<file path="src/rtl/conv_pkg.sv">
// Shared definitions for the conv array skew stage: lane widths, FSM state
// encoding and the maximum lane-delay helper.
package conv_pkg;

  localparam int LANE_DIN_W  = 8;
  localparam int LANE_DOUT_W = 9;

  localparam logic [1:0] ST_IDLE  = 2'd0;
  localparam logic [1:0] ST_RUN   = 2'd1;
  localparam logic [1:0] ST_DRAIN = 2'd2;

  function automatic int max_dly(input int ch_num, input int skew_step);
    return (ch_num - 1) * skew_step;
  endfunction

  // Drain counter has to hold max_dly; never narrower than one bit.
  function automatic int cnt_width(input int d);
    return (d < 1) ? 1 : $clog2(d + 1);
  endfunction

endpackage

</file>
<file path="src/rtl/skew_lane_dly.sv">
// One lane delay chain of DLY (data, valid) registers; DLY==0 is a wire.
// clr is a synchronous hold-in-reset used when this chain set is not selected.
module skew_lane_dly #(
  parameter int DLY = 1,
  parameter int W   = 8
) (
  input  logic         clk,
  input  logic         rstn,
  input  logic         clr,
  input  logic         en,
  input  logic [W-1:0] din,
  input  logic         vin,
  output logic [W-1:0] dout,
  output logic         vout
);

  if (DLY == 0) begin : g_wire
    logic unused_ok;
    assign unused_ok = ^{clk, rstn, clr, en};
    assign dout = din;
    assign vout = vin;
  end else begin : g_chain
    logic [W-1:0] d_q [DLY];
    logic         v_q [DLY];

    always_ff @(posedge clk or negedge rstn) begin
      if (!rstn) begin
        for (int i = 0; i < DLY; i++) begin
          d_q[i] <= '0;
          v_q[i] <= 1'b0;
        end
      end else if (clr) begin
        for (int i = 0; i < DLY; i++) begin
          d_q[i] <= '0;
          v_q[i] <= 1'b0;
        end
      end else if (en) begin
        // A non-accepted cycle enters as a bubble with zero data.
        d_q[0] <= vin ? din : '0;
        v_q[0] <= vin;
        for (int i = 1; i < DLY; i++) begin
          d_q[i] <= d_q[i-1];
          v_q[i] <= v_q[i-1];
        end
      end
    end

    assign dout = d_q[DLY-1];
    assign vout = v_q[DLY-1];
  end

endmodule

</file>
<file path="src/rtl/conv_skew_aligner.sv">
// Diagonal skew / de-skew stage for the systolic conv array with per-lane valid,
// stall, frame drain and done pulse. Optional macro SKEW_ZERO_GATE_EN zeroes invalid lanes.
module conv_skew_aligner
  import conv_pkg::*;
#(
  parameter int CH_NUM    = 9,
  parameter int DIN_W     = LANE_DIN_W,
  parameter int DOUT_W    = LANE_DOUT_W,
  parameter int SKEW_STEP = 1
) (
  input  logic                     clk,
  input  logic                     rstn,
  input  logic                     en,
  input  logic                     skew_dir,
  input  logic                     sign_mode,
  input  logic                     in_vld,
  input  logic                     in_last,
  output logic                     in_rdy,
  input  logic [CH_NUM*DIN_W-1:0]  din,
  output logic [CH_NUM*DOUT_W-1:0] dout,
  output logic [CH_NUM-1:0]        dout_vld,
  output logic                     busy,
  output logic                     done
);

  localparam int D     = max_dly(CH_NUM, SKEW_STEP);
  localparam int CNT_W = cnt_width(D);
  localparam logic [CNT_W-1:0] CNT_LOAD = CNT_W'(D);

  if (DOUT_W < DIN_W) begin : g_bad_width
    $error("conv_skew_aligner: DOUT_W must be >= DIN_W");
  end
  if (CH_NUM < 1 || SKEW_STEP < 1) begin : g_bad_geom
    $error("conv_skew_aligner: CH_NUM and SKEW_STEP must be >= 1");
  end

  function automatic logic [DOUT_W-1:0] extend(input logic [DIN_W-1:0] x, input logic sgn);
    logic [DOUT_W-1:0] r;
    r = '0;
    r[DIN_W-1:0] = x;
    for (int i = DIN_W; i < DOUT_W; i++) r[i] = sgn & x[DIN_W-1];
    return r;
  endfunction

  logic [1:0]       state;
  logic [CNT_W-1:0] cnt;
  logic             dir_q;
  logic             sign_q;
  logic             accept;
  logic             dir_eff;
  logic             sign_eff;

  assign in_rdy = en & (state != ST_DRAIN);
  assign accept = in_vld & in_rdy;
  assign busy   = (state != ST_IDLE);

  // In IDLE the live mode steers the first beat; afterwards the latched copy rules.
  assign dir_eff  = (state == ST_IDLE) ? skew_dir  : dir_q;
  assign sign_eff = (state == ST_IDLE) ? sign_mode : sign_q;

  always_ff @(posedge clk or negedge rstn) begin
    if (!rstn) begin
      state  <= ST_IDLE;
      cnt    <= '0;
      done   <= 1'b0;
      dir_q  <= 1'b0;
      sign_q <= 1'b0;
    end else begin
      done <= 1'b0;
      if (en) begin
        case (state)
          ST_IDLE: begin
            if (accept) begin
              dir_q  <= skew_dir;
              sign_q <= sign_mode;
              if (in_last) begin
                state <= ST_DRAIN;
                cnt   <= CNT_LOAD;
              end else begin
                state <= ST_RUN;
              end
            end
          end
          ST_RUN: begin
            if (accept && in_last) begin
              state <= ST_DRAIN;
              cnt   <= CNT_LOAD;
            end
          end
          ST_DRAIN: begin
            if (cnt == '0) begin
              state <= ST_IDLE;
              done  <= 1'b1;
            end else begin
              cnt <= cnt - 1'b1;
            end
          end
          default: state <= ST_IDLE;
        endcase
      end
    end
  end

  // Lane chains: both skew and de-skew sets exist, the unselected one held clear.
  for (genvar k = 0; k < CH_NUM; k++) begin : g_lane
    logic [DIN_W-1:0] sk_d;
    logic [DIN_W-1:0] ds_d;
    logic [DIN_W-1:0] sel_d;
    logic             sk_v;
    logic             ds_v;
    logic             sel_v;

    skew_lane_dly #(.DLY(k * SKEW_STEP), .W(DIN_W)) u_skew (
      .clk  (clk),
      .rstn (rstn),
      .clr  (dir_eff),
      .en   (en),
      .din  (din[k*DIN_W +: DIN_W]),
      .vin  (accept),
      .dout (sk_d),
      .vout (sk_v)
    );

    skew_lane_dly #(.DLY((CH_NUM - 1 - k) * SKEW_STEP), .W(DIN_W)) u_deskew (
      .clk  (clk),
      .rstn (rstn),
      .clr  (~dir_eff),
      .en   (en),
      .din  (din[k*DIN_W +: DIN_W]),
      .vin  (accept),
      .dout (ds_d),
      .vout (ds_v)
    );

    assign sel_d       = dir_eff ? ds_d : sk_d;
    assign sel_v       = dir_eff ? ds_v : sk_v;
    assign dout_vld[k] = sel_v;

`ifdef SKEW_ZERO_GATE_EN
    assign dout[k*DOUT_W +: DOUT_W] = sel_v ? extend(sel_d, sign_eff) : '0;
`else
    assign dout[k*DOUT_W +: DOUT_W] = extend(sel_d, sign_eff);
`endif
  end

endmodule

</file>
<file path="config.mk">
export PLATFORM = sky130hd
export DESIGN_NAME = conv_skew_aligner
export DESIGN_NICKNAME = d
export VERILOG_FILES = /design/src/rtl/conv_pkg.sv /design/src/rtl/skew_lane_dly.sv /design/src/rtl/conv_skew_aligner.sv
export SDC_FILE = /design/constraint.sdc
export NUM_CORES = 1
export LEC_CHECK = 0
export CAP_MARGIN = 20
export CORE_MARGIN = 2
export CORE_UTILIZATION = 52
export CTS_CLUSTER_DIAMETER = 30
export CTS_CLUSTER_SIZE = 12
export DETAILED_ROUTE_END_ITERATION = 8
export GPL_ROUTABILITY_DRIVEN = 0
export HOLD_SLACK_MARGIN = 0.05
export PLACE_DENSITY = 0.72
export SYNTH_ARGS = -nofsm -noshare
export SYNTH_HDL_FRONTEND = slang
export SYNTH_SLANG_ARGS = --single-unit
export TNS_END_PERCENT = 50
</file>
<file path="constraint.sdc">
create_clock -name clk -period 4.7 [get_ports clk]
set_clock_uncertainty 0.05 [all_clocks]
set_input_delay 0.47 -clock clk [delete_from_list [all_inputs] [get_ports clk]]
set_output_delay 0.47 -clock clk [all_outputs]
set_load 0.05 [all_outputs]
</file>
; Word level (Yosys, flattened, before mapping)
; Index checks and enable logic that the tools add are counted.
[op_classes]
bitwise = 11
n_eq_ne = 9
shifts = 0
div = 0
n_addsub = 1
magnitude_cmp = 0
mul = 0
n_reduce_logical = 9
muxes = 105
[ops]
columns = operator, n
row1 = $mux 64, 4
row2 = $mux 56, 4
row3 = $mux 8, 26
row4 = $mux 48, 4
row5 = $mux 40, 4
row6 = $mux 32, 4
row7 = $mux 24, 4
row8 = $mux 16, 4
row9 = $mux 4, 8
row10 = $mux 7, 4
row11 = $mux 6, 4
row12 = $mux 5, 4
row13 = $mux 1, 17
row14 = $mux 2, 8
row15 = $ne 2x2->1 const B, 7
row16 = $mux 3, 4
row17 = $pmux 4 s3, 1
row18 = $and 1x1->1, 11
row19 = $pmux 2 s3, 1
row20 = $reduce_and 6->1, 1
row21 = $logic_not 4->1, 1
row22 = $reduce_and 4->1, 1
row23 = $reduce_bool 2->1, 2
row24 = $sub 4x1->4 const B, 1
row25 = 6 further kinds, 6
[word_totals]
wordCells = 284
latchBits = 0
in_bits = 79
ff_bits = 657
memories = 0
ram_bits = 0
rom_bits = 0
output_inout_bits = 93

; Longest topological paths before layout
; Gate-level depths: netlist (run 1).
[depth]
word_depth = 6
mapped_depth = 7
depth_no_buf = 5

; Modules after synthesis
; Synthesis (run 1) repeated with hierarchy kept, for this count alone.
[hier_totals]
cells_unflattened = 2528
area_unflattened_um2 = 30051.3
[by_module_without_submodules]
columns = module, n_inst, cells_per_inst, seq_area_each_um2, area_per_inst_um2
row1 = skew_lane_dly at g_lane[0].u_deskew ..., 2, 250, 1801.7, 3039.2
row2 = skew_lane_dly at g_lane[1].u_deskew ..., 2, 221, 1576.5, 2670.1
row3 = skew_lane_dly at g_lane[2].u_deskew ..., 2, 192, 1351.3, 2303.5
row4 = skew_lane_dly at g_lane[3].u_deskew ..., 2, 163, 1126.1, 1956.9
row5 = skew_lane_dly at g_lane[4].u_deskew ..., 2, 134, 900.9, 1574.0
row6 = skew_lane_dly at g_lane[3].u_skew ..., 2, 105, 675.6, 1199.9
row7 = conv_skew_aligner, 1, 178, 225.2, 2026.9
row8 = skew_lane_dly at g_lane[2].u_skew ..., 2, 76, 450.4, 840.8
row9 = skew_lane_dly at g_lane[1].u_skew ..., 2, 25, 225.2, 360.3
row10 = skew_lane_dly at g_lane[0].u_skew ..., 2, 9, 0.0, 67.6

; Least setup slack after synthesis (run 1)
; OpenSTA, ideal clock, no wires.
[synth_timing]
path_type = register to output
start = register state[1]
end = output dout[17]
t_arrival_ns = 2.039
path_stages_with_launch = 5
path_buffers = 1
required_time_ns = 4.180
path_slack_ns = 2.141
cell_sequence = dfrtp_1 > buf_2 > or2_2 > mux2i_1 > a21oi_1
[synth_between]
elab_chain_cells = 4
elab_cells_between_ends = 5
cone_classes = mux: 3 / bitwise: 1 / reduce/logical: 1
[synth_lines]
columns = item, line_no
row1 = start: declaration, conv_skew_aligner.sv:45  ; logic [1:0] state;
row2 = start signal: assignment, conv_skew_aligner.sv:63  ; state <= ST_IDLE;
row3 = start signal: assignment, conv_skew_aligner.sv:77  ; state <= ST_DRAIN;
row4 = start signal: assignment, conv_skew_aligner.sv:80  ; state <= ST_RUN;
row5 = $logic_not 2->1 (*), "conv_skew_aligner.sv:58, conv_skew_aligner.sv:59"
row6 = $mux 1, conv_skew_aligner.sv:58  ; assign dir_eff = (state == ST_IDLE) ? skew_dir : dir_q;
row7 = $mux 8, conv_skew_aligner.sv:135  ; assign sel_d = dir_eff ? ds_d : sk_d;
row8 = $and 1x1->1 (*), conv_skew_aligner.sv:41  ; for (int i = DIN_W; i < DOUT_W; i++) r[i] = sgn & x[DIN_W-1];
row9 = end: declaration, conv_skew_aligner.sv:20  ; output logic [CH_NUM*DOUT_W-1:0] dout,
; Mark *: on every way between the ends. The rest lies on a longest branch, timed or not.

; Final worst setup path (run 1)
[layout_timing]
start = register state[0]
end = output dout[40]
[layout_between]
elab_chain_cells = 3
[layout_lines]
columns = item, line_no
row1 = $logic_not 2->1, conv_skew_aligner.sv:58
row2 = $mux 1, conv_skew_aligner.sv:58
row3 = $mux 8, conv_skew_aligner.sv:135
; Every way passes these cells.

==> flow_summary.json, run 1 <==
{
  "post-cts-setup-buffers": 0,
  "max-slew-margin-rel": 0.295,
  "p_per_area_nw_per_um2": 567,
  "start_kind": "register",
  "layout.nets": 2234,
  "dpl_cell_area_sq_um": 26800,
  "dp_hpwl_mm": 30.1,
  "io_buffers": 171,
  "highest_layer": "met4",
  "rsz0062_at_grt": "no",
  "worst_hold_slack_ps": 257,
  "maxCapViolCount": 0,
  "finalSetupTns_ps": 0,
  "synth_cell_type_count": 40,
  "area_delta_synth_final_pct": 24.8,
  "slew_viol_final": 0,
  "period_needed_ps": 3900,
  "vias": 15500,
  "grtUsageTotal": 0.218,
  "endpoint": "dout[40]",
  "worstSetupPathType": "register to output port",
  "synthCells": 1984,
  "grt_pass1_vias": 16300,
  "met2WireLength_mm": 24.5,
  "finalInstanceArea_sq_um": 31000,
  "ant_nets": 0,
  "syn-num-nets": 2065,
  "overflow": 0,
  "initial_core_util": 0.523,
  "wl_met3_mm": 2.53,
  "finalHoldViolCount": 0,
  "status": "finished clean",
  "synth.top_cell.area_share": 0.606,
  "cp_max_fo": 86,
  "io-pin-count": 172,
  "peakVddDrop_mv": 0.455,
  "routed_wl_mm": 52.8,
  "clk_latency_ps": 660,
  "dr.first_iter.drc_count": 1039,
  "cts_tree": "built",
  "die_w_um": 222,
  "coreArea_sq_um": 47400,
  "yosysWarnings": 0,
  "ctsHtreeMaxLevel": 3,
  "row_count": 80,
  "design.die.area_sq_um": 49500,
  "critPathArrivalTime_ps": 3380,
  "num-fill-cells": 3555,
  "synth_seq_cells": 601,
  "drive_gt1_frac": 0.135,
  "clk_pin_slew_worst_paths_ps": 50,
  "drt-met1-wl_mm": 24.8,
  "cts_buffers": 114,
  "fmax_mhz": 257,
  "grt_max_degree": 153,
  "fp.dieH_um": 222,
  "synth_area_per_cell_sq_um": 12.5,
  "max_slew.worst_pin.slew_ps": 1060,
  "rr_worst_depth": 5,
  "hold_class": "input pin to register",
  "synth_seq_area_share": 0.606,
  "clkSinkCount": 601,
  "finalCritPeriodShare": 0.829,
  "cts.path.max_buffers": 3,
  "worstSetupEndpointType": "output port",
  "dr.pass1.iters": 5,
  "r2r_start": "state[0]",
  "grt_pass1_wl_mm": 86.9,
  "yosysTopAreaCell": "dfrtp_1",
  "critPathLaunch": "state[0]",
  "regToRegEndpoint": "g_lane[6].u_skew.dout[3]",
  "avgRoutedWirePerCell_um": 18.4,
  "worstPathRequired_ps": 4180,
  "avgViaCountPerCell": 5.42,
  "synth.area.top_cells": "dfrtp_1 61%, mux2i_1 19%, nor2_1 7.0%, a22o_1 4.1%, mux2_2 2.5%",
  "syn_area_sq_um": 24800,
  "root_buffer": "clkbuf_16",
  "dp.cells": 2651,
  "grt_antenna_before_repair": 1,
  "final_cells": 2869,
  "rrSetupSlack_ps": 1390,
  "p_leak_uw": 0.0156,
  "setup_viol": 0,
  "fin_util": 0.653,
  "drc_errors": 0
}
worst max-delay path, cell delays in order, from the launching register on:
cell	delay (ps)
dfrtp_1	510
o21a_1	450
nor2_8	270
buf_12	350
mux2_2	390
clkdlybuf4s50_1	700
cells in the final DEF, fill, tap and decap left out, types with 2 or more instances in the layout:
master,n
clkinv_8,2
dfrtp_1,601
mux2_2,55
mux2_1,18
buf_4,26
nand2b_1,14
a22o_1,116
clkbuf_8,17
clkbuf_16,114
buf_12,9
a21o_1,5
bufinv_16,19
clkinvlp_4,16
nand2_1,11
o21ai_0,12
clkdlybuf4s50_1,169
buf_8,2
inv_6,9
or3_1,3
a21oi_4,3
nor2_1,465
clkbuf_1,14
inv_1,3
o21a_1,2
ha_1,2
mux2i_1,463
clkinv_4,2
clkinv_2,20
nand3_1,15
and2_1,2
a21oi_1,23
inv_16,2
layer usage:
metal / vias to the layer above / track usage
met1: 7926 / 0.314
met3: 80 / 0.0435
li1: 7182 / -
met2: 349 / 0.337
met5: - / 0
met4: 0 / 0.0671
layout make-up:
| cell class | instances | area [sq um] | share of cell area |
|---|---|---|---|
| inverter | 3 | 11.3 | 0.000363 |
| clock buffer | 145 | 3140 | 0.101 |
| multi-input combinational | 1226 | 8920 | 0.288 |
| clock inverter | 71 | 990 | 0.0319 |
| sequential | 601 | 15000 | 0.485 |
| timing repair buffer | 207 | 2110 | 0.0680 |
| tap | 615 | 769 | 0.0248 |
| antenna | 1 | 2.50 | 0.0000808 |
worst min path at each step:
stage	startpoint	to	slack, ps	depth (start not counted)
3_3_place_gp	g_lane[1].u_skew.dout[6]	g_lane[1].u_skew.dout[6]	430	1
4_1_cts	en	g_lane[8].u_skew.g_chain.d_q[47]	220	3
5_1_grt	en	g_lane[8].u_skew.g_chain.d_q[47]	250	3
3_5_place_dp	g_lane[1].u_skew.dout[5]	g_lane[1].u_skew.dout[5]	430	1
2_1_floorplan	rstn	cnt[0]	120	0
6_report	en	g_lane[2].u_deskew.g_chain.d_q[38]	260	3
flip-flops by register name, summed over array words and instances (netlist names):
| register | cells |
|---|---|
| g_lane.u_deskew.g_chain.v_q | 6 |
| done | 1 |
| sign_q | 1 |
| g_lane.u_deskew.dout | 64 |
| g_lane.u_skew.g_chain.v_q | 6 |
| state | 2 |
| g_lane.u_deskew.g_chain.d_q | 224 |
| g_lane.u_skew.g_chain.d_q | 224 |
| g_lane.u_deskew.vout | 2 |
| g_lane.u_skew.vout | 2 |
| cnt | 4 |
| g_lane.u_skew.dout | 64 |
| dir_q | 1 |
cell usage after synthesis (all sizes together):
cell type    n
or2          1
and2         2
nor2b        1
o21a         2
nand2b      14
clkbuf      10
ha           2
or3          3
nand2       12
inv          3
a41oi        1
o22a         1
o22ai        1
a21bo        1
mux2i      463
nand3       15
buf        144
a22o       116
nand3b       1
or3b         2
mux2        73
nor2       466
o21bai       1
nor3         1
o21ai       13
a21o         5
and4b        1
nor3b        2
dfrtp      601
a21oi       26
logic make-up after synthesis:
kind of cell / Yosys count / share of synthesized area
AO/OA/AOI/OAI: 167 / 0.0533
adder cells (fa/ha/maj): 2 / 0.00101
buffers and inverters: 157 / 0.0362
flip-flops: 601 / 0.606
multiplexers: 536 / 0.220
AND/OR/NAND/NOR: 521 / 0.0838
through the flow:
step | total power [uW] | setup slack [ps]
floorplan | 8220 | 2140
global placement | 9050 | 1130
detailed placement | 9120 | 1060
CTS | 17700 | 781
global route | 18300 | 668
finish | 17600 | 802
timing repair:
action / in CTS / in global routing
resized for setup: 0 / 0
hold buffers: 1 / 0
hold endpoints to repair: 89 / 0
where the power goes:
part,total [uW],switching (uW),internal (uW)
clock,8530,2750,5780
sequential,5760,227,5530
combinational,3290,2300,992
total,17600,5280,12300
No activity file was read; power rests on OpenSTA's default activity.
==> run 2, diff against run 1 <==
==> constraint.sdc (replaced) <==
create_clock -name clk -period 4.01 [get_ports clk]
set_clock_uncertainty 0.05 [all_clocks]
set_input_delay 0.401 -clock clk [delete_from_list [all_inputs] [get_ports clk]]
set_output_delay 0.401 -clock clk [all_outputs]
set_load 0.05 [all_outputs]
==> flow_summary.json, run 2 (synthesized netlist as in run 1, its figures left out) <==
{
  "drive_gt1_frac": 0.157,
  "avgRoutedWirePerCell_um": 18.3,
  "max-slew-margin-rel": 0.391,
  "avgViaCountPerCell": 5.42,
  "clk_pin_slew_worst_paths_ps": 50,
  "rsz0062_at_grt": "no",
  "antenna_cells": 0,
  "cts-hold-fix-buffers": 1,
  "critPathArrivalTime_ps": 3360,
  "clkSinkCount": 601,
  "cp_max_fo": 19,
  "grt_pass1_vias": 16200,
  "post-cts-setup-buffers": 0,
  "grt_antenna_before_repair": 1,
  "finalCritPeriodShare": 0.951,
  "die_w_um": 222,
  "setup_viol": 0,
  "reg_top3": "g_lane.u_deskew.g_chain.d_q (224), g_lane.u_skew.g_chain.d_q (224)",
  "drc_errors": 0,
  "start_kind": "register",
  "dpl_cell_area_sq_um": 26900,
  "multi_input_area_sq_um": 8920,
  "cts_resized": 0,
  "finalSetupTns_ps": 0,
  "dr.first_iter.drc_count": 1168,
  "design.die.area_sq_um": 49500,
  "finalHoldViolCount": 0,
  "area_delta_synth_final_pct": 25.0,
  "cts.path.max_buffers": 3,
  "cts_tree": "built",
  "hold_class": "input pin to register",
  "overflow": 0,
  "dr.pass1.iters": 5,
  "worstPathRequired_ps": 3560,
  "grt_pass1_wl_mm": 87.4,
  "root_buffer": "clkbuf_16",
  "finalInstanceArea_sq_um": 31000,
  "num-fill-cells": 3522,
  "worstSetupPathType": "register to output port",
  "fp.dieH_um": 222,
  "final_common_cell": "dfrtp_1",
  "status": "finished clean",
  "clk_latency_ps": 650,
  "ctsHtreeMaxLevel": 3,
  "initial_core_util": 0.523,
  "slew_viol_final": 0,
  "setup_slack_ps": 196,
  "peakVddDrop_mv": 0.478,
  "ant_nets": 0,
  "worstSetupEndpointType": "output port",
  "maxCapViolCount": 0,
  "routed_wl_mm": 52.7,
  "pre_cts_slack_ps": 541,
  "final_cell_mix": "601 x dfrtp_1, 465 x nor2_1, 463 x mux2i_1, 135 x clkdlybuf4s50_1, 118 x clkbuf_16",
  "io_buffers": 171,
  "p_per_area_nw_per_um2": 665,
  "dp_hpwl_mm": 30.9,
  "row_count": 80,
  "vias": 15600,
  "period_needed_ps": 3810,
  "fmax_mhz": 262,
  "cts_buffers": 117,
  "p_leak_uw": 0.0157,
  "layout.nets": 2245,
  "grt_max_degree": 159,
  "seq_area_sq_um": 15000,
  "io-pin-count": 172,
  "max_slew.worst_pin.slew_ps": 914,
  "grtUsageTotal": 0.219,
  "coreArea_sq_um": 47400
}
-- run 2: cell types whose count changed in the layout (fill, tap and decap cells not counted), moves of 4 or more --
cell,delta
bufinv_16,-5
inv_8,+4
clkinv_4,+11
buf_12,+4
clkinv_2,-8
clkbuf_1,-6
clkdlybuf4s50_1,-34
inv_6,+9
clkbuf_16,+4
clkbuf_8,-5
buf_4,+38
-- run 2: worst paths after layout --
check / startpoint / to / slack (ps) / depth (start not counted)
worst max-delay path: state[0] / dout[40] / 200 / 5
worst max register to register: state[1] / g_lane[7].u_deskew.dout[6] / 1450 / 5
min in group asynchronous: rstn / g_lane[8].u_skew.g_chain.d_q[28] / 400 / 2
worst min-delay path: din[31] / g_lane[3].u_skew.g_chain.d_q[23] / 320 / 3
worst min register to register: g_lane[7].u_deskew.dout[5] / g_lane[7].u_deskew.dout[5] / 440 / 1
max in group asynchronous: rstn / g_lane[1].u_skew.dout[6] / 2440 / 3
-- run 2: layer usage --
metal / global-route usage / vias to the layer above / part of all wire
li1: - / 7220 / -
met1: 0.317 / 7971 / 0.47
met2: 0.331 / 329 / 0.46
met3: 0.0522 / 88 / 0.052
met4: 0.0639 / 0 / 0.019
met5: 0 / - / 0
-- run 2: worst max-delay path, stage by stage (launching register included) --
cell and delay (ps):
dfrtp_1 500, o21a_1 420, nor2_8 380, buf_4 330
mux2_2 370, clkdlybuf4s50_1 700
-- run 2: layout make-up --
type,count,area share
clock buffers,138,0.101
clock inverters,82,0.0325
inverters,3,0.000363
multi-input cells,1226,0.288
flip-flops and latches,601,0.485
well taps,615,0.0248
repair buffers,215,0.0687
-- run 2: report_power, final --
group | switching (uW) | total, uW | internal [uW]
logic | 2720 | 3890 | 1170
registers | 265 | 6740 | 6480
clock network | 3410 | 10000 | 6590
-- run 2: metrics by stage --
stage / std cells / power, uW / util / hold WS [ps]
after CTS: 2880 / 20800 / 0.654 / 282
final: 2880 / 20600 / 0.654 / 319
after global routing: 2880 / 21400 / 0.654 / 311
after detailed placement: 2659 / 10700 / 0.566 / 426
after global placement: 2659 / 10700 / 0.566 / 429
after floorplan: 1984 / 9630 / - / 55.4
